==> src/rtl/input_buff_ctrl_if.sv <==
// Handshake/control bundle between the input-buffer sequencer and its host/consumer.
// Signal prefixes are from the sequencer's point of view (i_ = into it, o_ = out of it).
interface input_buff_ctrl_if #(
    parameter int NDATA = 128
) ();
    localparam int NDATA_LOG = $clog2(NDATA);

    logic                 i_start;
    logic                 i_abort;
    logic                 i_contMode;
    logic                 i_ack;
    logic [NDATA_LOG-1:0] o_cntOut;
    logic                 o_bufEna;
    logic                 o_dataValid;
    logic                 o_busy;
    logic [15:0]          o_frameCnt;
    logic                 o_timeoutErr;

    modport master (
        output i_start, i_abort, i_contMode, i_ack,
        input  o_cntOut, o_bufEna, o_dataValid, o_busy, o_frameCnt, o_timeoutErr
    );

    modport slave (
        input  i_start, i_abort, i_contMode, i_ack,
        output o_cntOut, o_bufEna, o_dataValid, o_busy, o_frameCnt, o_timeoutErr
    );
endinterface

==> src/rtl/input_buff_ctrl.sv <==
// Sequencer for the 4-channel input buffer: prime, capture one NDATA frame, freeze, hand off.
// Define INBUF_CTRL_WDOG_EN to add the DONE-state ack watchdog (sticky timeoutErr, frame dropped).
module input_buff_ctrl #(
    parameter int NDATA       = 128,
    parameter int PRIME_CYC   = 2,
    parameter int ACK_TIMEOUT = 1024
) (
    input  logic            i_clk,
    input  logic            i_rst,
    input_buff_ctrl_if.slave bus
);
    localparam int                   NDATA_LOG  = $clog2(NDATA);
    localparam logic [NDATA_LOG-1:0] LAST_IDX   = NDATA_LOG'(NDATA - 1);
    localparam logic [3:0]           PRIME_LAST = 4'(PRIME_CYC - 1);

    if (NDATA < 4 || (NDATA & (NDATA - 1)) != 0 || PRIME_CYC < 1 || PRIME_CYC > 15
        || ACK_TIMEOUT < 1) begin : g_param_check
        $error("input_buff_ctrl: illegal parameter combination");
    end

    typedef enum logic [1:0] {
        S_IDLE    = 2'd0,
        S_PRIME   = 2'd1,
        S_CAPTURE = 2'd2,
        S_DONE    = 2'd3
    } state_t;

    state_t               r_state;
    state_t               w_state_nxt;
    logic [3:0]           r_prime_cnt;
    logic [3:0]           w_prime_nxt;
    logic [NDATA_LOG-1:0] r_cnt;
    logic [NDATA_LOG-1:0] w_cnt_nxt;
    logic [15:0]          r_frame_cnt;
    logic [15:0]          w_frame_nxt;
    logic                 r_bufEna;
    logic                 r_dataValid;
    logic                 r_busy;
    logic                 r_timeoutErr;
    logic                 w_bufEna_nxt;
    logic                 w_dataValid_nxt;
    logic                 w_busy_nxt;
    logic                 w_timeoutErr_nxt;
    logic                 w_ack_done;
    logic                 w_timeout;

`ifdef INBUF_CTRL_WDOG_EN
    localparam int WAIT_W = ($clog2(ACK_TIMEOUT + 1) > 11) ? $clog2(ACK_TIMEOUT + 1) : 11;

    logic [WAIT_W-1:0] r_wait;
    logic [WAIT_W-1:0] w_wait_nxt;

    // Counter reads 0 on the first DONE cycle; an ack in the expiry cycle still completes normally.
    always_comb begin
        w_wait_nxt = '0;
        w_timeout  = 1'b0;
        if (r_state == S_DONE) begin
            w_wait_nxt = r_wait + 1'b1;
            w_timeout  = !bus.i_ack && (r_wait == WAIT_W'(ACK_TIMEOUT - 1));
        end
    end

    always_ff @(posedge i_clk) begin
        if (i_rst) begin
            r_wait <= '0;
        end else begin
            r_wait <= w_wait_nxt;
        end
    end
`else
    assign w_timeout = 1'b0;
`endif

    // State and registered outputs
    always_ff @(posedge i_clk) begin
        if (i_rst) begin
            r_state      <= S_IDLE;
            r_prime_cnt  <= '0;
            r_cnt        <= '0;
            r_frame_cnt  <= '0;
            r_bufEna     <= 1'b1;
            r_dataValid  <= 1'b0;
            r_busy       <= 1'b0;
            r_timeoutErr <= 1'b0;
        end else begin
            r_state      <= w_state_nxt;
            r_prime_cnt  <= w_prime_nxt;
            r_cnt        <= w_cnt_nxt;
            r_frame_cnt  <= w_frame_nxt;
            r_bufEna     <= w_bufEna_nxt;
            r_dataValid  <= w_dataValid_nxt;
            r_busy       <= w_busy_nxt;
            r_timeoutErr <= w_timeoutErr_nxt;
        end
    end

    // Next state; abort outranks every other transition
    always_comb begin
        w_state_nxt = r_state;
        w_prime_nxt = '0;
        w_ack_done  = 1'b0;
        if (bus.i_abort) begin
            w_state_nxt = S_IDLE;
        end else begin
            unique case (r_state)
                S_IDLE: begin
                    if (bus.i_start) begin
                        w_state_nxt = S_PRIME;
                    end
                end
                S_PRIME: begin
                    if (r_prime_cnt == PRIME_LAST) begin
                        w_state_nxt = S_CAPTURE;
                    end else begin
                        w_prime_nxt = r_prime_cnt + 4'd1;
                    end
                end
                S_CAPTURE: begin
                    if (r_cnt == LAST_IDX) begin
                        w_state_nxt = S_DONE;
                    end
                end
                S_DONE: begin
                    if (bus.i_ack) begin
                        w_ack_done  = 1'b1;
                        w_state_nxt = bus.i_contMode ? S_PRIME : S_IDLE;
                    end else if (w_timeout) begin
                        w_state_nxt = S_IDLE;
                    end
                end
                default: w_state_nxt = S_IDLE;
            endcase
        end
    end

    // Output values for the state being entered
    always_comb begin
        w_cnt_nxt = '0;
        if (r_state == S_CAPTURE && w_state_nxt == S_CAPTURE) begin
            w_cnt_nxt = r_cnt + 1'b1;
        end else if (w_state_nxt == S_DONE) begin
            w_cnt_nxt = r_cnt;
        end
        w_bufEna_nxt     = !(w_state_nxt == S_PRIME || w_state_nxt == S_CAPTURE);
        w_dataValid_nxt  = (w_state_nxt == S_DONE);
        w_busy_nxt       = (w_state_nxt != S_IDLE);
        w_frame_nxt      = r_frame_cnt + 16'(w_ack_done);
        w_timeoutErr_nxt = r_timeoutErr | (w_timeout & !bus.i_abort);
    end

    assign bus.o_cntOut     = r_cnt;
    assign bus.o_bufEna     = r_bufEna;
    assign bus.o_dataValid  = r_dataValid;
    assign bus.o_busy       = r_busy;
    assign bus.o_frameCnt   = r_frame_cnt;
    assign bus.o_timeoutErr = r_timeoutErr;
endmodule

==> src/flat_wrapper.sv <==
// flat-port wrapper written by rule: the top's interface ports become plain ports
module input_buff_ctrl_flat 
#(
    parameter int NDATA       = 128,
    parameter int PRIME_CYC   = 2,
    parameter int ACK_TIMEOUT = 1024
)
  (i_clk, i_rst, bus_i_start, bus_i_abort, bus_i_contMode, bus_i_ack, bus_o_cntOut, bus_o_bufEna, bus_o_dataValid, bus_o_busy, bus_o_frameCnt, bus_o_timeoutErr);
  input_buff_ctrl_if #(.NDATA(NDATA)) bus_i ();
  input  logic i_clk;
  input  logic i_rst;
  input wire logic [$bits(bus_i.i_start)-1:0] bus_i_start;
  input wire logic [$bits(bus_i.i_abort)-1:0] bus_i_abort;
  input wire logic [$bits(bus_i.i_contMode)-1:0] bus_i_contMode;
  input wire logic [$bits(bus_i.i_ack)-1:0] bus_i_ack;
  output wire logic [$bits(bus_i.o_cntOut)-1:0] bus_o_cntOut;
  output wire logic [$bits(bus_i.o_bufEna)-1:0] bus_o_bufEna;
  output wire logic [$bits(bus_i.o_dataValid)-1:0] bus_o_dataValid;
  output wire logic [$bits(bus_i.o_busy)-1:0] bus_o_busy;
  output wire logic [$bits(bus_i.o_frameCnt)-1:0] bus_o_frameCnt;
  output wire logic [$bits(bus_i.o_timeoutErr)-1:0] bus_o_timeoutErr;
  assign bus_i.i_start = bus_i_start;
  assign bus_i.i_abort = bus_i_abort;
  assign bus_i.i_contMode = bus_i_contMode;
  assign bus_i.i_ack = bus_i_ack;
  assign bus_o_cntOut = bus_i.o_cntOut;
  assign bus_o_bufEna = bus_i.o_bufEna;
  assign bus_o_dataValid = bus_i.o_dataValid;
  assign bus_o_busy = bus_i.o_busy;
  assign bus_o_frameCnt = bus_i.o_frameCnt;
  assign bus_o_timeoutErr = bus_i.o_timeoutErr;
  input_buff_ctrl #(.NDATA(NDATA), .PRIME_CYC(PRIME_CYC), .ACK_TIMEOUT(ACK_TIMEOUT)) u_core (.i_clk(i_clk), .i_rst(i_rst), .bus(bus_i));
endmodule
==> config.mk <==
export PLATFORM = sky130hd
export DESIGN_NAME = input_buff_ctrl_flat
export DESIGN_NICKNAME = d
export VERILOG_FILES = /design/src/rtl/input_buff_ctrl_if.sv /design/src/rtl/input_buff_ctrl.sv /design/src/flat_wrapper.sv
export SDC_FILE = /design/constraint.sdc
export NUM_CORES = 1
export LEC_CHECK = 0
export CORE_UTILIZATION = 52
export CTS_BUF_LIST = sky130_fd_sc_hd__clkbuf_4
export CTS_CLUSTER_DIAMETER = 150
export CTS_CLUSTER_SIZE = 20
export DETAILED_ROUTE_END_ITERATION = 6
export GPL_TIMING_DRIVEN = 0
export PLACE_DENSITY = 0.84
export SLEW_MARGIN = 20
export SYNTH_ARGS = -nofsm -noshare
export SYNTH_HDL_FRONTEND = slang
export SYNTH_SLANG_ARGS = --single-unit
==> constraint.sdc <==
create_clock -name i_clk -period 3.3 [get_ports i_clk]
set_clock_uncertainty 0.2 [all_clocks]
set_input_delay 0.66 -clock i_clk [delete_from_list [all_inputs] [get_ports i_clk]]
set_output_delay 0.66 -clock i_clk [all_outputs]
set_load 0.05 [all_outputs]
---- Word-level counts from Yosys, hierarchy flattened ----
Index checks and enable logic that the tools add are counted.
word-level totals
  output and inout bits ................... 27
  register bits ........................... 32
  logic and storage cells ................. 38
operators by class
  bitwise operators ....................... 1
  $add $sub $neg .......................... 3
  multiplexer cells ....................... 12
  equality and inequality tests ........... 9
  reduce and logical (&&, ||, !) cells .... 6
operators with widths
  kind                   number
  $add A16 B1 Y16        1
  $mux W7                2
  $mux W2                5
  $eq A2 B2 Y1 const B   4
  $pmux W2 S4            1
  $add A7 B1 Y7 const B  1
  $eq A7 B7 Y1 const B   1
  $add A4 B1 Y4 const B  1
  $eq A2 B1 Y1 const B   2
  $eq A4 B1 Y1 const B   1
  $mux W1                4
  $reduce_or A4 Y1       1
  $logic_not A2 Y1       1
  $ne A2 B2 Y1 const B   1
  $reduce_bool A2 Y1     1
  $logic_and A1 B1 Y1    1
  $logic_not A1 Y1       1
  $logic_or A1 B1 Y1     1
  $not A1 Y1             1

---- Depth between registers and ports, before layout ----
Gate-level depths: netlist of run 1.
  depth in word-level cells ............... 7
  depth in mapped cells ................... 12
  gate-level depth less buffers ........... 11

---- Least setup slack after synthesis of run 1 ----
OpenSTA, ideal clock, no wires.
  kind .................................... reg-to-reg
  start point ............................. register u_core.r_cnt[0] (netlist: u_core.bus.o_cntOut[0])
  end point ............................... register u_core.r_cnt[5] (netlist: u_core.bus.o_cntOut[5])
  path slack .............................. 0.518 ns
  arrival ................................. 2.468 ns
  cell stages (with the launch flop) ...... 11
  path buffers ............................ 1
  cell sequence ........................... dfxtp_1 ha_1 nand4_1 nor4b_1 o31ai_1 ha_1 and3b_1 clkbuf_1 o21bai_1 nor3_1 a21o_1
between the ends
  cells in the longest elaborated chain, start to end .. 7
RTL lines
  what                                                             line                    source
  from (decl)                                                      input_buff_ctrl.sv:32   logic [NDATA_LOG-1:0] r_cnt;
  from (signal assigned)                                           input_buff_ctrl.sv:88   r_cnt <= w_cnt_nxt;
  $eq A7 B7 Y1                                                     input_buff_ctrl.sv:119  if (r_cnt == LAST_IDX) begin
  $mux W2                                                          input_buff_ctrl.sv:119
  $pmux W2 S4                                                      input_buff_ctrl.sv:105  unique case (r_state)
  $mux W2                                                          input_buff_ctrl.sv:102  if (bus.i_abort) begin
  $eq A2 B2 Y1                                                     input_buff_ctrl.sv:139  if (r_state == S_CAPTURE && w_state_nxt == S_CAPTURE) begin
  $logic_and A1 B1 Y1                                              input_buff_ctrl.sv:139
  $ne A2 B2 Y1 (no source line) / $mux W7 (equally long branches)  --
Several ways; a longest one is shown, not always the timed one.
A chain may end at the register's enable or synchronous reset.

---- Worst setup path after layout of run 1 ----
  start point ............................. register u_core.r_prime_cnt[0]
  end point ............................... register u_core.r_cnt[5] (netlist: u_core.bus.o_cntOut[5])
between the ends
  cells in the longest elaborated chain, start to end .. 7
RTL lines
  what                                                             line                    source
  from (decl)                                                      input_buff_ctrl.sv:30   logic [3:0] r_prime_cnt;
  from (signal assigned)                                           input_buff_ctrl.sv:87   r_prime_cnt <= w_prime_nxt;
  $eq A4 B1 Y1 *                                                   input_buff_ctrl.sv:112  if (r_prime_cnt == PRIME_LAST) begin
  $mux W2 *                                                        input_buff_ctrl.sv:112
  $pmux W2 S4 *                                                    input_buff_ctrl.sv:105
  $mux W2 *                                                        input_buff_ctrl.sv:102
  $eq A2 B2 Y1                                                     input_buff_ctrl.sv:139
  $logic_and A1 B1 Y1                                              input_buff_ctrl.sv:139
  $ne A2 B2 Y1 (no source line) / $mux W7 (equally long branches)  --
Mark *: on every way between the ends. The rest lies on a longest branch, timed or not.

==> results of run 1 <==
==> registers in the layout, indices dropped and copies added (netlist names) <==
| register | cells |
|---|---|
| u_core.r_state | 2 |
| u_core.r_prime_cnt | 4 |
| u_core.bus.o_dataValid | 1 |
| u_core.bus.o_frameCnt | 16 |
| u_core.bus.o_busy | 1 |
| u_core.bus.o_bufEna | 1 |
| u_core.bus.o_cntOut | 7 |
==> cell families after synthesis <==
kind of cell	count (synthesis)
AO/OA/AOI/OAI	18
XOR/XNOR	12
adder cells (fa/ha/maj)	8
buffers and inverters	11
flip-flops	32
multiplexers	4
other	1
AND/OR/NAND/NOR	79
==> layout make-up <==
| class | instances | area, um2 | area share [%] |
|---|---|---|---|
| multi-input combinational | 122 | 803 | 41.9 |
| buffer | 5 | 22.5 | 1.17 |
| tap | 31 | 38.8 | 2.02 |
| clock buffer | 6 | 45.0 | 2.35 |
| sequential | 32 | 641 | 33.4 |
| timing repair buffer | 31 | 310 | 16.2 |
| inverter | 6 | 22.5 | 1.17 |
| clock inverter | 2 | 35.0 | 1.83 |
==> power by group through the flow <==
stage	Combinational, mW	Sequential, mW	Clock, mW
2_1_floorplan	0.0147	0.403	0
3_3_place_gp	0.0318	0.399	0
3_5_place_dp	0.0328	0.399	0
4_1_cts	0.0332	0.390	0.311
5_1_grt	0.0354	0.390	0.325
6_report	0.0329	0.390	0.306
==> routing by layer <==
layer / vias up / share of wire [%] / GRT usage (%) / wire [um]
li1: 634 / - / - / -
met1: 605 / 43 / 23.4 / 1310
met2: 34 / 51 / 37.7 / 1550
met3: 8 / 4.6 / 7.03 / 141
met4: 0 / 2.0 / 11.1 / 60
met5: - / 0 / 0 / 0
==> layout by cell type, fill, tap and decap left out, types with 3 or more instances in the layout <==
cell type	n
dfxtp_1	32
clkdlybuf4s50_1	31
nor2_1	26
nand2_1	10
xnor2_1	9
a21oi_1	8
nor3_1	8
nand3_1	8
ha_1	8
nor2b_1	7
inv_1	6
clkbuf_4	6
clkbuf_1	4
o21ai_0	3
xor2_1	3
==> how the worst max path moves through the flow <==
stage	start	endpoint	slack (ns)	cells past startpoint
after floorplan	u_core.bus.o_cntOut[0]	u_core.bus.o_cntOut[5]	0.52	10
after global placement	bus_i_ack	u_core.bus.o_cntOut[5]	0.32	9
after global routing	u_core.r_prime_cnt[0]	u_core.bus.o_cntOut[5]	0.07	10
final	u_core.r_prime_cnt[0]	u_core.bus.o_cntOut[5]	0.40	10
after detailed placement	bus_i_ack	u_core.bus.o_cntOut[6]	0.21	8
after CTS	u_core.r_prime_cnt[0]	u_core.bus.o_cntOut[5]	0.37	10
==> metrics by stage <==
stage / std cells / hold WS [ns]
4_1_cts: 235 / 0.289
3_3_place_gp: 227 / 0.248
2_1_floorplan: 165 / 0.234
3_5_place_dp: 227 / 0.265
6_report: 235 / 0.282
5_1_grt: 235 / 0.314
==> key figures, run 1 <==
Status
  • Run status: completed

Synth
  • Synthesized-area fraction occupied by adder cells: 6.72%
  • Number of synthesized flops with an enable pin: 0
  • Sequential fraction of the synthesis area: 43.0%
  • Most frequent cell after synthesis: dfxtp_1
  • XOR/XNOR share of the synthesized area: 7.06%
  • Post-Synth Simple-Gate Area: 29.5%
  • Post-synthesis mux area share: 3.03%
  • Mapped cell area: 1490 um2
  • Area share of the largest cell type after synthesis: 43.0%
  • Ys async rst share: 0%
  • Synth Warn #: 0
  • Synth top cells by count: dfxtp_1, nor2_1, nand2_1
  • Syn nets: 179
  • Post-synthesis compound-gate area fraction: 7.39%
  • Cells after synthesis: 165
  • Top_reg_cell synth: dfxtp_1
  • Synth unique cells: 40
  • Avg Cell Area, Syn: 9.02 um2
  • Largest family of logic cells by synthesized area: simple AND/OR/NAND/NOR gates
  • Number of synthesized register bits: 32
  • Synth area leader: dfxtp_1
  • Synth area leaders: dfxtp_1, ha_1, nor2_1

Setup path
  • Most frequent CP cell: ha_1
  • Crit path largest cell delay: 0.50 ns
  • R2r worst-path depth: 10
  • Crit path DAT: 2.99 ns
  • Crit Path Max Fanout: 6
  • Kind of cell adding the most delay to the critical path: compound AO/OA/AOI/OAI gates
  • RR Startpoint: u_core.r_prime_cnt[0]
  • CP Data Required Time: 3.39 ns
  • Crit path buf inv count: 1
  • Crit start category: flop
  • Crit Path Class: reg -> reg
  • Crit end category: flop
  • Critical R2R Capture: u_core.bus.o_cntOut[5]
  • Crit path cell chain: ha_1 > nor3b_1 > a21oi_1 > o31ai_1 > ha_1 > and3b_1 > clkbuf_1 > o21bai_1 > nor3_1 > a21o_1
  • Worst path slowest cell: o31ai_1
  • R2R setup slack: 0.40 ns

STA
  • Slew headroom: 65.8%
  • Clock period minus worst slack: 2.90 ns
  • Final worst slack: 0.404 ns
  • Slew Limit Fails: 0
  • Fmax: 345 MHz
  • Slew at the pin closest to its max-slew limit: 0.509 ns
  • Fin crit share: 87.7%
  • Final setup viols: 0
  • Final hold viol count: 0
  • Unrepaired setup endpoints after global routing: false
  • Setup TNS: 0 ns

Global route
  • Vias in the first global route: 1221
  • First-pass GRT wire length: 5200 um
  • Largest net degree at the start of global routing: 11
  • Initial antenna violation count: 0
  • GRT overflow: 0
  • Gr usage total: 21.7%

Finish
  • Post-layout util: 70.2%
  • Share of layout cells above drive strength 1: 8.82%
  • Fillers: 225
  • N_diodes: 0
  • Final net count: 217
  • Synth-to-Final Area Change: 28.8%
  • Post-route cell area: 1920 um2

Clock tree
  • Num CTS Buffers: 5
  • Clock transition at path regs: 0.10 ns
  • Clock Latency Late Sink: 0.33 ns
  • TritonCTS clock tree: yes
  • Sinks on the clock net: 32
  • Post-CTS Setup Inserts: 0
  • Max clock buf depth: 2
  • H-tree depth: 2
  • Post-CTS sizing: 0
  • Clk root buf: clkbuf_4
  • Cts hold-fix bufs: 0

Flow run
  • # Max-Cap Violations: 0

Route
  • Vias post-DR: 1281
  • Average vias per placed instance: 5.45
  • Initial DRC count: 55
  • Total Wirelength: 3050 um
  • DRT Pass-1 Iters: 4
  • WL/cell: 13.0 um
  • DRC viols: 0
  • Antenna-violating nets left: 0

Power
  • Tot Pwr: 0.729 mW
  • Maximum vdd ir drop: 0.360 mV
  • Power share of the sequential group: 53.5%
  • P_int: 0.568 mW
  • Power Dens Cells: 380 nW/um2
  • Clk network pwr share: 42.0%
  • Switching part of the total: 22.1%
  • Gate power share: 4.5%
  • Psw: 0.161 mW
  • Static Leakage: 0.701 nW

Floorplan
  • Initial Util: 54.5%
  • Die width: 55.5 um
  • Total Die Area: 3080 um2
  • Die Ht: 55.5 um
  • Row count: 19
  • Core Box Area: 2730 um2
  • # IOs: 33

Worst hold path
  • Hold Path Stages: 1
  • Hold Path Origin: u_core.r_prime_cnt[0]
  • HP Class: reg -> reg
  • Hold EP: u_core.r_prime_cnt[0]

Place
  • Pre-CTS setup slack: 0.207 ns
  • Post-DP HPWL: 2210 um
  • GP Congestion: 0.795
  • Post-placement cell area: 1840 um2
  • # port buffers: 31
No activity file was read; power rests on OpenSTA's default activity.
==> run 2: changes to the inputs <==
Settings changed: CORE_UTILIZATION 52 to 64, DONT_BUFFER_PORTS set to 1, PLACE_DENSITY 0.84 to 0.82.
==> run 2 against run 1 <==
First-iteration DRC count shrank 56%. Die area is 18% lower. Combinational power decreased by 46%. Via count shrank 13%. Clock power fell by 4%. Sequential cell count unchanged. Count of clock-buffer cells in the layout unchanged.
==> key figures, run 2 (same netlist as run 1, synthesis figures left out) <==
STA
  • Unrepaired setup endpoints after global routing: false (unchanged)
  • Fmax: 337 MHz (was 345 MHz)
  • Fin crit share: 89.9% (was 87.7%)
  • Slew at the pin closest to its max-slew limit: 0.676 ns (was 0.509 ns)
  • Slew Limit Fails: 0 (unchanged)
  • Final hold viol count: 0 (unchanged)
  • Setup TNS: 0 ns (unchanged)
  • Slew headroom: 54.9% (was 65.8%)
  • Clock period minus worst slack: 2.97 ns (was 2.90 ns)
  • Hold Slack: 0.197 ns (was 0.282 ns)
  • Final setup viols: 0 (unchanged)
  • Final worst slack: 0.333 ns (was 0.404 ns)

Setup path
  • Setup crit end: u_core.bus.o_cntOut[5] (unchanged)
  • Crit Path Class: reg -> reg (unchanged)
  • RR Startpoint: u_core.bus.o_cntOut[2] (was u_core.r_prime_cnt[0])
  • Kind of cell adding the most delay to the critical path: simple AND/OR/NAND/NOR gates (was compound AO/OA/AOI/OAI gates)
  • Critical R2R Capture: u_core.bus.o_cntOut[5] (unchanged)
  • Worst path slowest cell: dfxtp_1 (was o31ai_1)
  • R2R setup slack: 0.33 ns (was 0.40 ns)
  • CP Depth: 9 (was 10)
  • CP Data Required Time: 3.32 ns (was 3.39 ns)
  • R2r worst-path depth: 9 (was 10)
  • Crit path cell chain: nand4_1 > nor4b_1 > o31ai_1 > ha_1 > and3b_1 > clkbuf_1 > o21bai_1 > nor3_1 > a21o_1 (was ha_1 > nor3b_1 > a21oi_1 > o31ai_1 > ha_1 > and3b_1 > clkbuf_1 > o21bai_1 > nor3_1 > a21o_1)
  • Crit path DAT: 2.99 ns (about the same)
  • Crit path buf inv count: 1 (unchanged)
  • Worst Setup SP: u_core.bus.o_cntOut[2] (was u_core.r_prime_cnt[0])
  • Crit Path Max Fanout: 6 (unchanged)
  • Crit start category: flop (unchanged)
  • Crit end category: flop (unchanged)
  • Crit path largest cell delay: 0.74 ns (was 0.50 ns)

Place
  • GP Congestion: 0.797 (was 0.795)
  • Post-DP HPWL: 2050 um (was 2210 um)
  • Pre-CTS setup slack: 0.183 ns (was 0.207 ns)
  • Dpl cells: 193 (was 227)
  • # port buffers: 0 (was 31)

Clock tree
  • Clk root buf: clkbuf_4 (unchanged)
  • Sinks on the clock net: 32 (unchanged)
  • Cts hold-fix bufs: 0 (unchanged)
  • H-tree depth: 2 (unchanged)
  • TritonCTS clock tree: yes (unchanged)
  • Num CTS Buffers: 5 (unchanged)
  • Max clock buf depth: 2 (unchanged)
  • Clock transition at path regs: 0.11 ns (was 0.10 ns)
  • Post-CTS Setup Inserts: 0 (unchanged)
  • Clock Latency Late Sink: 0.32 ns (was 0.33 ns)

Finish
  • Max reg flops: 16 (unchanged)
  • N_diodes: 0 (unchanged)
  • Share of layout cells above drive strength 1: 11.6% (was 8.82%)
  • Commonest non-fill, non-tap cell in the layout: dfxtp_1 (unchanged)
  • Non-filler cells, final: 201 (was 235)
  • Synth-to-Final Area Change: 7.90% (was 28.8%)
  • Final net count: 186 (was 217)
  • Fillers: 176 (was 225)
  • Most frequent cells in the layout: dfxtp_1, nor2_1, nand2_1 (was dfxtp_1, clkdlybuf4s50_1, nor2_1)

Route
  • Antenna-violating nets left: 0 (unchanged)
  • DRC viols: 0 (unchanged)
  • Vias post-DR: 1120 (was 1281)
  • DRT Pass-1 Iters: 4 (unchanged)
  • Average vias per placed instance: 5.57 (was 5.45)
  • Initial DRC count: 24 (was 55)
  • WL/cell: 13.4 um (was 13.0 um)
  • Total Wirelength: 2700 um (was 3050 um)

Global route
  • Vias in the first global route: 1119 (was 1221)
  • GRT overflow: 0 (unchanged)
  • Gr usage total: 25.0% (was 21.7%)
  • Largest net degree at the start of global routing: 11 (unchanged)
  • First-pass GRT wire length: 4680 um (was 5200 um)
  • Initial antenna violation count: 0 (unchanged)

Power
  • Power share of the sequential group: 55.8% (was 53.5%)
  • Gate power share: 2.5% (was 4.5%)
  • Clk network pwr share: 41.7% (was 42.0%)
  • Maximum vdd ir drop: 0.355 mV (was 0.360 mV)
  • P_int: 0.561 mW (was 0.568 mW)
  • Static Leakage: 0.593 nW (was 0.701 nW)
  • Power Dens Cells: 440 nW/um2 (was 380 nW/um2)
  • Psw: 0.146 mW (was 0.161 mW)
  • Switching part of the total: 20.7% (was 22.1%)

Floorplan
  • Core Box Area: 2210 um2 (was 2730 um2)
  • Initial Util: 67.3% (was 54.5%)
  • Die width: 50.2 um (was 55.5 um)
  • Row count: 17 (was 19)
  • Die Ht: 50.2 um (was 55.5 um)
  • # IOs: 33 (unchanged)
  • Total Die Area: 2520 um2 (was 3080 um2)

Worst hold path
  • Hold Path Stages: 1 (unchanged)
  • HP Class: in -> reg (was reg -> reg)
  • Hold Path Origin: bus_i_abort (was u_core.r_prime_cnt[0])

Status
  • Run status: completed (unchanged)

Flow run
  • # Max-Cap Violations: 0 (unchanged)
[run 2: per-stage QoR]
stage | area [um2] | utilization (%) | power [mW]
after floorplan | 1490 | - | 0.418
after global placement | 1520 | 68.9 | 0.421
after detailed placement | 1520 | 68.9 | 0.421
after CTS | 1600 | 72.5 | 0.713
after global routing | 1610 | 72.6 | 0.732
final | 1610 | 72.6 | 0.707
[run 2: what timing repair did]
action                                  4_1_cts  5_1_grt
hold endpoints to repair                      0        0
endpoints found under the setup margin        0        1
gates resized for setup                       0        2
[run 2: worst reg2reg max path, cell delays in order (launching register included)]
cell and delay, ns:
dfxtp_1 0.74, nand4_1 0.28, nor4b_1 0.34, o31ai_1 0.19
ha_1 0.24, and3b_1 0.16, clkbuf_1 0.18, o21bai_1 0.31
nor3_1 0.09, a21o_1 0.15
[run 2: power groups by stage]
| stage | Sequential (mW) | Combinational (mW) | Clock (mW) |
|---|---|---|---|
| final | 0.394 | 0.0179 | 0.294 |
| after global routing | 0.395 | 0.0201 | 0.317 |
| after CTS | 0.394 | 0.0180 | 0.301 |
| after detailed placement | 0.403 | 0.0178 | 0 |
| after global placement | 0.403 | 0.0174 | 0 |
| after floorplan | 0.403 | 0.0147 | 0 |
[run 2: worst min path at each step]
stage | end | slack (ns)
after CTS | u_core.r_state[1] | 0.19
final | u_core.r_state[1] | 0.20
after global placement | u_core.r_prime_cnt[0] | 0.25
after detailed placement | u_core.r_prime_cnt[0] | 0.28
after floorplan | u_core.r_prime_cnt[0] | 0.23
after global routing | u_core.r_state[1] | 0.18
[run 2: area by class of cell]
cell class / count / area (um2) / share of cell area [%]
multi-input combinational: 122 / 803 / 50.0
buffer: 5 / 22.5 / 1.40
sequential: 32 / 643 / 40.0
tap: 28 / 35.0 / 2.18
clock buffer: 6 / 45.0 / 2.80
inverter: 6 / 22.5 / 1.40
clock inverter: 2 / 35.0 / 2.18
[run 2: metal layers]
layer  vias up  global-route usage (%)  wire, um
met2        31                    42.4      1300
met3         5                    7.58       153
met5         -                       0         0
met1       508                    28.8      1220
met4         0                    10.5        23
li1        576                       -         -
==> run 3: changes to the inputs <==
Settings changed: CAP_MARGIN set to 15.
==> results of run 3 <==
Final layout, timing and power as in run 2 (identical DEF).
